$ cat config.mk
export PLATFORM = sky130hd
export DESIGN_NAME = stab_inject_arbiter
export DESIGN_NICKNAME = d
export VERILOG_FILES = /design/src/rtl/stab_inject_arbiter.sv
export SDC_FILE = /design/constraint.sdc
export NUM_CORES = 1
export LEC_CHECK = 0
export BUFFER_PORTS_ARGS = -buffer_cell sky130_fd_sc_hd__buf_4
export CAP_MARGIN = 10
export CORE_MARGIN = 2
export CORE_UTILIZATION = 40
export CTS_CLUSTER_DIAMETER = 50
export DETAILED_ROUTE_END_ITERATION = 10
export PLACE_DENSITY = 0.78
export SLEW_MARGIN = 0
export SYNTH_ARGS = -nofsm -noshare
export SYNTH_HDL_FRONTEND = slang
export SYNTH_SLANG_ARGS = --single-unit
$ cat constraint.sdc
create_clock -name clk -period 2.4 [get_ports clk]
set_input_delay 0.12 -clock clk [delete_from_list [all_inputs] [get_ports clk]]
set_output_delay 0.12 -clock clk [all_outputs]
set_load 0.02 [all_outputs]
$ cat src/rtl/stab_inject_arbiter.sv
// Packet-level round-robin arbiter sharing one stab injection port among N flit sources.
// Ownership spans head..tail so packets never interleave; includes stall watchdog and diagnostics.
module stab_inject_arbiter #(
  parameter int N           = 4,
  parameter int DW          = 16,
  parameter int STALL_LIMIT = 10000,
  parameter int CNTW        = 32
) (
  input  logic            clk,
  input  logic            rst,
  input  logic [N*DW-1:0] req_data_i,
  input  logic [N-1:0]    req_valid_i,
  output logic [N-1:0]    req_ready_o,
  output logic [DW-1:0]   data_o_stab,
  output logic            valid_o_stab,
  input  logic            ready_i_stab,
  output logic [N-1:0]    grant_o,
  output logic            busy_o,
  output logic            stall_o,
  output logic [CNTW-1:0] pkt_cnt_o,
  output logic            proto_err_o
);

  localparam int OW = $clog2(N);
  localparam int SW = $clog2(STALL_LIMIT + 1);

  typedef enum logic [0:0] {ST_IDLE, ST_ACTIVE} state_t;

  state_t          state_r, state_n;
  logic [OW-1:0]   owner_r, owner_n;
  logic [OW-1:0]   rr_r, rr_n;
  logic            first_r, first_n;
  logic [SW-1:0]   stall_cnt_r, stall_cnt_n;
  logic [CNTW-1:0] pkt_cnt_r;
  logic            proto_err_r;

  logic [DW-1:0]   flit_s [N];
  logic [N-1:0]    hd_s;
  logic [DW-1:0]   owner_flit_s;
  logic            active_s;
  logic            hs_s;
  logic            win_found_s;
  logic [OW-1:0]   win_idx_s;
  logic [OW:0]     sum_s;
  logic            idle_err_s;
  logic            err_set_s;
  logic            pkt_inc_s;

  // Type bit DW-2 is set for head (01) and single (11): the flits that may open a packet.
  for (genvar k = 0; k < N; k++) begin : g_src
    assign flit_s[k] = req_data_i[k*DW +: DW];
    assign hd_s[k]   = req_data_i[k*DW + DW - 2];
  end

  assign active_s     = (state_r == ST_ACTIVE);
  assign owner_flit_s = flit_s[owner_r];
  assign hs_s         = valid_o_stab & ready_i_stab;
  assign idle_err_s   = |(req_valid_i & ~hd_s);

  // Round-robin search for the first eligible source at or after the rr pointer.
  always_comb begin
    win_found_s = 1'b0;
    win_idx_s   = '0;
    sum_s       = '0;
    for (int i = 0; i < N; i++) begin
      sum_s = {1'b0, rr_r} + (OW+1)'(i);
      if (sum_s >= (OW+1)'(N)) begin
        sum_s = sum_s - (OW+1)'(N);
      end else begin
        sum_s = sum_s;
      end
      if (!win_found_s && req_valid_i[sum_s[OW-1:0]] && hd_s[sum_s[OW-1:0]]) begin
        win_found_s = 1'b1;
        win_idx_s   = sum_s[OW-1:0];
      end else begin
        win_found_s = win_found_s;
      end
    end
  end

  // Combinational pass-through of the owner's flit and handshake while ACTIVE.
  always_comb begin
    req_ready_o  = '0;
    grant_o      = '0;
    data_o_stab  = '0;
    valid_o_stab = 1'b0;
    if (active_s) begin
      req_ready_o[owner_r] = ready_i_stab;
      grant_o[owner_r]     = 1'b1;
      data_o_stab          = owner_flit_s;
      valid_o_stab         = req_valid_i[owner_r];
    end else begin
      valid_o_stab = 1'b0;
    end
  end

  // Next-state logic for ownership, rr pointer and error detection.
  always_comb begin
    state_n   = state_r;
    owner_n   = owner_r;
    rr_n      = rr_r;
    first_n   = first_r;
    err_set_s = 1'b0;
    pkt_inc_s = 1'b0;
    case (state_r)
      ST_IDLE: begin
        err_set_s = idle_err_s;
        if (win_found_s) begin
          state_n = ST_ACTIVE;
          owner_n = win_idx_s;
          first_n = 1'b1;
        end else begin
          state_n = ST_IDLE;
        end
      end
      ST_ACTIVE: begin
        if (hs_s) begin
          first_n   = 1'b0;
          err_set_s = (owner_flit_s[DW-1:DW-2] == 2'b01) && !first_r;
          if (owner_flit_s[DW-1]) begin
            state_n   = ST_IDLE;
            rr_n      = (owner_r == OW'(N-1)) ? '0 : owner_r + OW'(1);
            pkt_inc_s = 1'b1;
          end else begin
            state_n = ST_ACTIVE;
          end
        end else begin
          first_n = first_r;
        end
      end
      default: begin
        state_n = ST_IDLE;
      end
    endcase
  end

  // Watchdog counts back-pressured cycles of the current owner, saturating at the limit.
  always_comb begin
    stall_cnt_n = stall_cnt_r;
    if (!active_s || hs_s) begin
      stall_cnt_n = '0;
    end else if (valid_o_stab && !ready_i_stab && (stall_cnt_r != SW'(STALL_LIMIT))) begin
      stall_cnt_n = stall_cnt_r + SW'(1);
    end else begin
      stall_cnt_n = stall_cnt_r;
    end
  end

  // State and diagnostic registers.
  always_ff @(posedge clk or posedge rst) begin
    if (rst) begin
      state_r     <= ST_IDLE;
      owner_r     <= '0;
      rr_r        <= '0;
      first_r     <= 1'b0;
      stall_cnt_r <= '0;
      pkt_cnt_r   <= '0;
      proto_err_r <= 1'b0;
    end else begin
      state_r     <= state_n;
      owner_r     <= owner_n;
      rr_r        <= rr_n;
      first_r     <= first_n;
      stall_cnt_r <= stall_cnt_n;
      pkt_cnt_r   <= pkt_inc_s ? pkt_cnt_r + CNTW'(1) : pkt_cnt_r;
      proto_err_r <= proto_err_r | err_set_s;
    end
  end

  assign busy_o      = active_s;
  assign stall_o     = (stall_cnt_r == SW'(STALL_LIMIT));
  assign pkt_cnt_o   = pkt_cnt_r;
  assign proto_err_o = proto_err_r;

endmodule

==> results.toml, run 1 <==
[min_path]
worst_hold_path.num_cells = 3
min_to = "stall_cnt_r[7]"
holdCritStartpoint = "ready_i_stab"
hp-class = "input port to flip-flop"

[global_route]
grt_start_max_net_pins = 30
busiest_layer = "met2"
grt_pass1_wl_um = 14300
grt.met3_usage = 0.0319
track_usage = 0.199
grt_overflow_total = 0
antenna_found_initial = 0
grt.met1_usage = 0.277
grt_pass1_vias = 2950
met2_usage = 0.325

[power_and_ir_drop]
p_leak_uw = 0.00213
ir_drop_mv = 0.426
power.density_nw_per_um2 = 812

[logic_synthesis]
yosys.area.top_type = "dfrtp_1"
synth_warnings = 0
synth.avg_cell_area_um2 = 10.2
ys_seq_area_frac = 0.404
synth_common_cells = "dfrtp_1, nand2_1, and2_1"
synthArstFlopShare = 1.00
synth_most_common_cell = "dfrtp_1"
synth_area_leaders = "dfrtp_1, mux4_2, xnor2_1"
yosysTopAreaCellShare = 0.404
synth-main-ff-cell = "dfrtp_1"
syn_inst = 321
postSynthNetCount = 399
synth_seq_cells = 53
synth_edf_count = 0
yosysUniqueCellTypes = 47
netlist_area_um2 = 3280

[floorplan]
rows = 33
dieArea_um2 = 8940
initial_core_util = 0.405
dieWidth_um = 94.5
io_pins = 131
core_um2 = 8090
die_h_um = 94.5

[place]
port_buffers = 130
placed_cells = 552
placed_cell_area_um2 = 4370
place_hpwl_um = 6790
place_congestion = 0.870

[sta]
fmax_mhz = 456
final-setup-viol-count = 0
finalCritPeriodShare = 0.914
fin_worst_hold_slack_ns = 0.130
fin_crit_ns = 2.19
maxSlewViolCount = 0
clock_skew_ns = 0.00720
tns_ns = 0
rsz0062_at_grt = "false"
worst_pin_slew_ns = 0.565
final-hold-violation-count = 0
relSlewSlack = 0.623

[cells_and_area]
areaGrowthSynthToFinish_pct = 37.0
fin_nets = 533
num_antenna_cells = 0
utilization = 0.555
drive_above_1_share = 0.366
finalNonFillerCells = 561
final_area_um2 = 4490

[worst_setup_path]
reg2reg_depth = 7
critPathMaxFanout = 20
worst_setup_path_start_kind = "flip-flop"
reg2reg_to = "stall_cnt_r[6]"
arrival_ns = 2.43
critPathKind = "flip-flop to flip-flop"
crit_required_ns = 2.64
rrSetupSlack_ns = 0.21
worstReg2RegStart = "stall_cnt_r[0]"
cp-end-kind = "flip-flop"

[cts]
clk_latency_ns = 0.31
cts_post_setup_buffers_inserted = 0
numCtsBuffers = 5
clock_sinks = 53
cts_root_buf = "clkbuf_8"
htreeDepth = 2
clk_pin_slew_ns = 0.10
cts_tree = "built"
clockBufferDepth = 2

[job]
cap_viol_max_count = 0

[detailed_routing]
ant_nets = 0
wl_um = 8550
avgRoutedWirePerCell_um = 15.2
drc = 0
dr.first_iter.drc_count = 135
post_drt_via_cell_ratio = 5.39
dr.pass1.iters = 6
num_vias = 3024

[run_status]
status = "finished, final reports clean"
critical path: stages, from the launching register on:
cell,delay [ns]
dfrtp_1,0.43
inv_1,0.06
ha_1,0.18
nor2b_1,0.12
and4_1,0.24
a21o_1,0.35
or4_1,0.57
a21oi_1,0.15
per-layer routing:
metal  part of all wire  routed length (um)  vias up
met2               0.50                4240       94
met5                  0                   0        -
met3              0.041                 350       21
li1                   -                   -     1435
met1               0.44                3780     1474
met4              0.022                 188        0
final cells by class:
cell class / count / area (um^2)
Clock buffer: 5 / 68.8
Clock inverter: 3 / 43.8
Fill cell: 743 / 3600
Inverter: 15 / 56.3
Multi-Input combinational cell: 243 / 1840
Sequential cell: 53 / 1330
Tap cell: 105 / 131
Timing Repair Buffer: 137 / 1030
sequential cells by signal, indices dropped and copies added, names as in the netlist:
signal and cells:
rr_r 2, pkt_cnt_o 32, busy_o 1, first_r 1
owner_r 2, stall_cnt_r 14, proto_err_o 1
what timing repair did:
action / 4_1_cts / 5_1_grt
gates resized for setup: 0 / 0
hold buffers: 1 / 0
endpoints found under the setup margin: 0 / 0
hold endpoints to repair: 26 / 0
power breakdown:
part           switching, uW  total, uW  leakage [uW]  internal (uW)
registers                133       1120      0.000717            986
logic                   1010       1920       0.00136            907
clock network            301        614     0.0000585            313
total                   1440       3650       0.00213           2210
kinds of logic after synthesis:
| group | synth area share |
|---|---|
| compound gates | 0.0870 |
| xor+xnor | 0.0828 |
| fa+ha+maj | 0.0267 |
| buf+inv | 0.0355 |
| flops | 0.404 |
| mux | 0.120 |
| simple gates | 0.243 |
layout by cell type, fill, tap and decap left out, drive strengths merged, types with 7 or more instances in the layout:
cell and n:
nand2 35, a21oi 14, xor2 7, or3 7, buf 136, dfrtp 53, xnor2 24, and3 13
inv 16, nor2 9, o21ai 8, ha 7, nand3 19, mux4 17, and2 27, nand4 12
worst max path at each step:
stage / from / slack (ns) / depth (start not counted) / endpoint
finish: stall_cnt_r[0] / 0.21 / 7 / stall_cnt_r[6]
global route: owner_r[0] / 0.01 / 5 / stall_cnt_r[4]
CTS: stall_cnt_r[0] / 0.19 / 7 / stall_cnt_r[6]
detailed placement: stall_cnt_r[0] / 0.23 / 7 / stall_cnt_r[6]
global placement: owner_r[0] / 0.31 / 5 / pkt_cnt_o[21]
floorplan: owner_r[0] / 0.38 / 7 / pkt_cnt_o[21]
per-stage QoR:
stage | setup WS, ns | total power, uW
4_1_cts | 0.193 | 3680
6_report | 0.207 | 3650
2_1_floorplan | 0.378 | 2370
5_1_grt | 0.0145 | 3890
3_5_place_dp | 0.234 | 3070
3_3_place_gp | 0.313 | 3020
Note: power is estimated with default switching activity, not from simulation.
==> inputs of run 2 (changes only) <==
SETUP_SLACK_MARGIN = 0.5   (was not set)
==> run 2 against run 1 <==
  * Fmax rose by 8.8%
  * Register-to-register slack better by 0.18 ns
  * Worst setup slack improved by 0.18 ns
  * Via count grew 4.3%
  * Hold slack better by 0.012 ns
  * First-iteration DRC count rose by 45%
  * Die area unchanged
  * Final area is 2.9% higher
  * Clock-buffer cell count up 1
  * Non-clock buffer count is 4 higher
  * Sequential power about the same
  * Largest power group unchanged
==> results.toml, run 2 (synthesis results as in run 1) <==
[cells_and_area]
multiInputGateArea_um2 = 1950
areaGrowthSynthToFinish_pct = 41.0
fillCellCount = 687
fin_nets = 540
final_cell_mix = "buf_4, dfrtp_1, nand2_1"
num_antenna_cells = 0
final_common_cell = "buf_4"
utilization = 0.571
largest_register_ffs = 32
drive_above_1_share = 0.406
final_area_um2 = 4620
seqCellArea_um2 = 1330

[cts]
clockBufferDepth = 2
cts_tree = "built"
htreeDepth = 2
cts_root_buf = "clkbuf_8"
clk_pin_slew_ns = 0.11
clock_sinks = 53
numCtsBuffers = 5
clk_latency_ns = 0.32

[sta]
final-setup-viol-count = 0
rsz0062_at_grt = "true"
clock_skew_ns = 0.0193
fmax_mhz = 496
fin_ws_ns = 0.384
fin_crit_ns = 2.02
final-hold-violation-count = 0
maxSlewViolCount = 0
worst_pin_slew_ns = 0.527
fin_worst_hold_slack_ns = 0.142
finalCritPeriodShare = 0.840
relSlewSlack = 0.648
tns_ns = 0

[worst_setup_path]
cp.buffers_inverters = 1
worst_setup_path_start_kind = "flip-flop"
cp_cell_sequence = "mux4_2 > buf_4 > nor2_4 > a21o_4 > or4_1 > a21oi_1"
crit_family = "simple AND/OR/NAND/NOR gates"
max_stage_delay_ns = 0.50
cp-end-kind = "flip-flop"
critPathMaxFanout = 6
critPathKind = "flip-flop to flip-flop"
slowest_stage = "or4_1"
arrival_ns = 2.24
crit_required_ns = 2.62

[min_path]
hp-class = "input port to flip-flop"

[global_route]
grt_pass1_wl_um = 14100
grt_start_max_net_pins = 29
track_usage = 0.195
antenna_found_initial = 0
grt_overflow_total = 0
grt_pass1_vias = 3054

[floorplan]
initial_core_util = 0.405
dieArea_um2 = 8940
rows = 33
io_pins = 131
dieWidth_um = 94.5
die_h_um = 94.5
core_um2 = 8090

[detailed_routing]
post_drt_via_cell_ratio = 5.55
dr.first_iter.drc_count = 196
num_vias = 3154
drc = 0
dr.pass1.iters = 7
wl_um = 8920
ant_nets = 0
avgRoutedWirePerCell_um = 15.7

[place]
place_hpwl_um = 6540
place_congestion = 0.882
place_ws_ns = 0.337
port_buffers = 130
placed_cell_area_um2 = 4370

[power_and_ir_drop]
p_leak_uw = 0.00217
ir_drop_mv = 0.526
power.density_nw_per_um2 = 804

[job]
cap_viol_max_count = 0

[run_status]
status = "finished, final reports clean"
==> run 2: cell count changes in the layout (fill, tap and decap cells not counted), moves of 2 or more <==
cell,before,now
clkinvlp_4,0,2
a21o_4,0,3
nor2_4,0,2
and4_1,6,4
dfrtp_1,53,51
a21oi_1,14,12
buf_4,136,139
dfrtp_2,0,2
a21oi_2,0,2
==> run 2: worst min-delay path: cells and delay by family <==
kind	cells	cell delay (ns)
compound gates	2	0.17
buf+inv	1	0.13
==> run 2: timing repair <==
| action | 4_1_cts | 5_1_grt |
|---|---|---|
| hold endpoints to repair | 24 | 0 |
| setup buffers | 2 | 3 |
| resized for setup | 10 | 12 |
| hold buffers | 1 | 0 |
| cloned | 2 | 1 |
| pin swaps | 3 | 8 |
| setup endpoints to repair | 41 | 47 |
==> run 2: routing by layer <==
layer | vias up | GRT usage | part of all wire
met1 | 1525 | 0.244 | 0.41
met4 | 0 | 0.0628 | 0.022
li1 | 1456 | - | -
met5 | - | 0 | 0
met3 | 30 | 0.0303 | 0.051
met2 | 143 | 0.345 | 0.52
==> run 2: final cells by class <==
class | instances | share of cell area
clock buffer | 6 | 0.0157
clock inverter | 2 | 0.00325
inverter | 15 | 0.0122
multi-input combinational | 246 | 0.421
sequential | 53 | 0.287
tap | 105 | 0.0284
timing repair buffer | 141 | 0.232
==> run 2: worst paths after layout <==
path | start | end | slack (ns) | depth (start not counted)
min in group asynchronous | rst | stall_cnt_r[3] | 0.40 | 3
worst max register to register | owner_r[0] | stall_cnt_r[6] | 0.38 | 6
worst min-delay path | ready_i_stab | stall_cnt_r[7] | 0.14 | 3
max in group asynchronous | rst | pkt_cnt_o[26] | 1.38 | 4
worst max-delay path | owner_r[0] | stall_cnt_r[6] | 0.38 | 6
worst min register to register | pkt_cnt_o[31] | pkt_cnt_o[31] | 0.48 | 1
==> run 2: power by group <==
group / internal, uW / switching [uW]
combinational: 997 / 1090
clock: 206 / 302
sequential: 989 / 129
total: 2190 / 1520
==> run 2: per-stage QoR <==
stage          cells  total power, uW
6_report         568             3720
5_1_grt          568             3930
4_1_cts          564             3660
3_5_place_dp     551             3060
3_3_place_gp     551             3010
2_1_floorplan    321             2370
==> inputs of run 3 (changes only) <==
clock period = 1.95 ns   (was 2.4 ns; I/O delays follow)
==> run 3 against run 2 <==
  * The run now ends with setup timing left
  * Clock-buffer cell count up 1
  * Clock skew down 0.012 ns
  * Worst setup slack got worse by 0.49 ns
  * Utilization is 13 points higher
  * Via count rose by 14%
  * Final area grew 22%
  * Die area stayed put
  * Hold slack improved by 0.058 ns
  * Clock power rose by 31%
  * Fmax shrank 1.9%
  * Largest cell class unchanged
==> results.toml, run 3 (synthesis results as in run 1) <==
[run_status]
status = "finished, violations left"
violations = "setup timing"

[cells_and_area]
areaGrowthSynthToFinish_pct = 72.6
seqCellArea_um2 = 1330
final_area_um2 = 5660
fillCellCount = 528
multiInputGateArea_um2 = 2350
final_cell_mix = "buf_4, buf_6, dfrtp_1"
final_common_cell = "buf_4"
utilization = 0.699
num_antenna_cells = 0
drive_above_1_share = 0.623
largest_register_ffs = 32
fin_nets = 589

[sta]
clock_skew_ns = 0.00737
finalCritPeriodShare = 1.05
maxSlewViolCount = 0
fin_ws_ns = -0.105
worst_pin_slew_ns = 0.657
fmax_mhz = 487
fin_crit_ns = 2.05
relSlewSlack = 0.560
final-setup-viol-count = 18
fin_worst_hold_slack_ns = 0.200
rsz0062_at_grt = "true"
final-hold-violation-count = 0

[global_route]
grt_start_max_net_pins = 32
grt_pass1_wl_um = 17900
grt_pass1_vias = 3484
track_usage = 0.257
grt_overflow_total = 0
antenna_found_initial = 0

[floorplan]
dieArea_um2 = 8940
dieWidth_um = 94.5
io_pins = 131
core_um2 = 8090
rows = 33
initial_core_util = 0.405
die_h_um = 94.5

[power_and_ir_drop]
power.density_nw_per_um2 = 1090
p_leak_uw = 0.00266
ir_drop_mv = 0.834

[cts]
cts_tree = "built"
clk_pin_slew_ns = 0.10
clock_sinks = 53
clk_latency_ns = 0.31
cts_root_buf = "clkbuf_8"
htreeDepth = 2
clockBufferDepth = 2
numCtsBuffers = 5

[worst_setup_path]
crit_required_ns = 2.17
arrival_ns = 2.28
cp-end-kind = "flip-flop"
critPathMaxFanout = 7
worst_setup_path_start_kind = "flip-flop"
critPathKind = "flip-flop to flip-flop"

[detailed_routing]
num_vias = 3592
wl_um = 12800
avgRoutedWirePerCell_um = 20.7
ant_nets = 0
dr.first_iter.drc_count = 277
post_drt_via_cell_ratio = 5.82
dr.pass1.iters = 5
drc = 0

[place]
placed_cell_area_um2 = 4550
port_buffers = 130
place_congestion = 0.892
place_hpwl_um = 7010

[job]
cap_viol_max_count = 0

[min_path]
hp-class = "input port to flip-flop"
-- run 3: cell types whose count changed in the layout (fill, tap and decap cells not counted), moves of 7 or more --
| cell | change |
|---|---|
| and2_1 | -20 |
| xnor2_2 | +8 |
| buf_6 | +52 |
| xnor2_1 | -8 |
| nand2_1 | -13 |
| nand2_2 | +10 |
| nand3_1 | -7 |
| and2_4 | +20 |
-- run 3: path summary, 6_finish.rpt --
check                               start        endpoint  slack [ns]  depth (start not counted)
hold / removal             req_valid_i[2]          busy_o        0.20                          3
min in group asynchronous             rst    pkt_cnt_o[9]        0.43                          3
max in group asynchronous             rst  stall_cnt_r[7]        0.88                          4
setup reg to reg               owner_r[0]  stall_cnt_r[3]       -0.10                          7
setup / recovery               owner_r[0]  stall_cnt_r[3]       -0.10                          7
hold reg to reg             pkt_cnt_o[31]   pkt_cnt_o[31]        0.48                          1
-- run 3: power by group --
part / leakage, uW / switching [uW] / internal [uW] / total [uW]
registers: 0.000708 / 166 / 1220 / 1380
clock network: 0.0000445 / 377 / 290 / 666
logic: 0.00191 / 1920 / 2200 / 4120
-- run 3: what timing repair did --
item / 4_1_cts / 5_1_grt
hold endpoints to repair: 29 / 0
gates cloned: 3 / 0
setup endpoints to repair: 76 / 78
pin swaps: 34 / 29
hold buffers: 1 / 0
buffers inserted: 18 / 17
gates resized for setup: 133 / 43
-- run 3: worst max-delay path, cell delays in order (launching register included) --
cell and delay (ns):
dfrtp_1 0.44, mux4_2 0.45, buf_6 0.13, nor2_4 0.04, a21o_4 0.23, buf_6 0.13
or3_1 0.36, a21oi_1 0.20
-- run 3: layer usage --
| metal | global-route usage | part of all wire | wire length, um |
|---|---|---|---|
| met5 | 0 | 0 | 0 |
| met4 | 0.0930 | 0.040 | 508 |
| met3 | 0.0351 | 0.053 | 677 |
| met2 | 0.452 | 0.52 | 6650 |
| met1 | 0.324 | 0.39 | 4950 |
-- run 3: area by class of cell --
type,count,area share
inverters,15,0.0117
well taps,105,0.0232
flip-flops and latches,53,0.235
clock buffers,7,0.0153
repair buffers,191,0.298
clock inverters,1,0.00133
multi-input cells,245,0.416
-- run 3: metrics by stage --
step / total power, uW / setup slack, ns / setup TNS, ns / cells
after detailed placement: 3880 / -0.0608 / -0.176 / 570
final: 6170 / -0.105 / -0.495 / 617
after floorplan: 2970 / -0.0403 / -0.0403 / 321
after global routing: 6400 / -0.145 / -2.31 / 617
after CTS: 5610 / 0.00731 / 0 / 600
after global placement: 3820 / -0.00228 / -0.00228 / 570
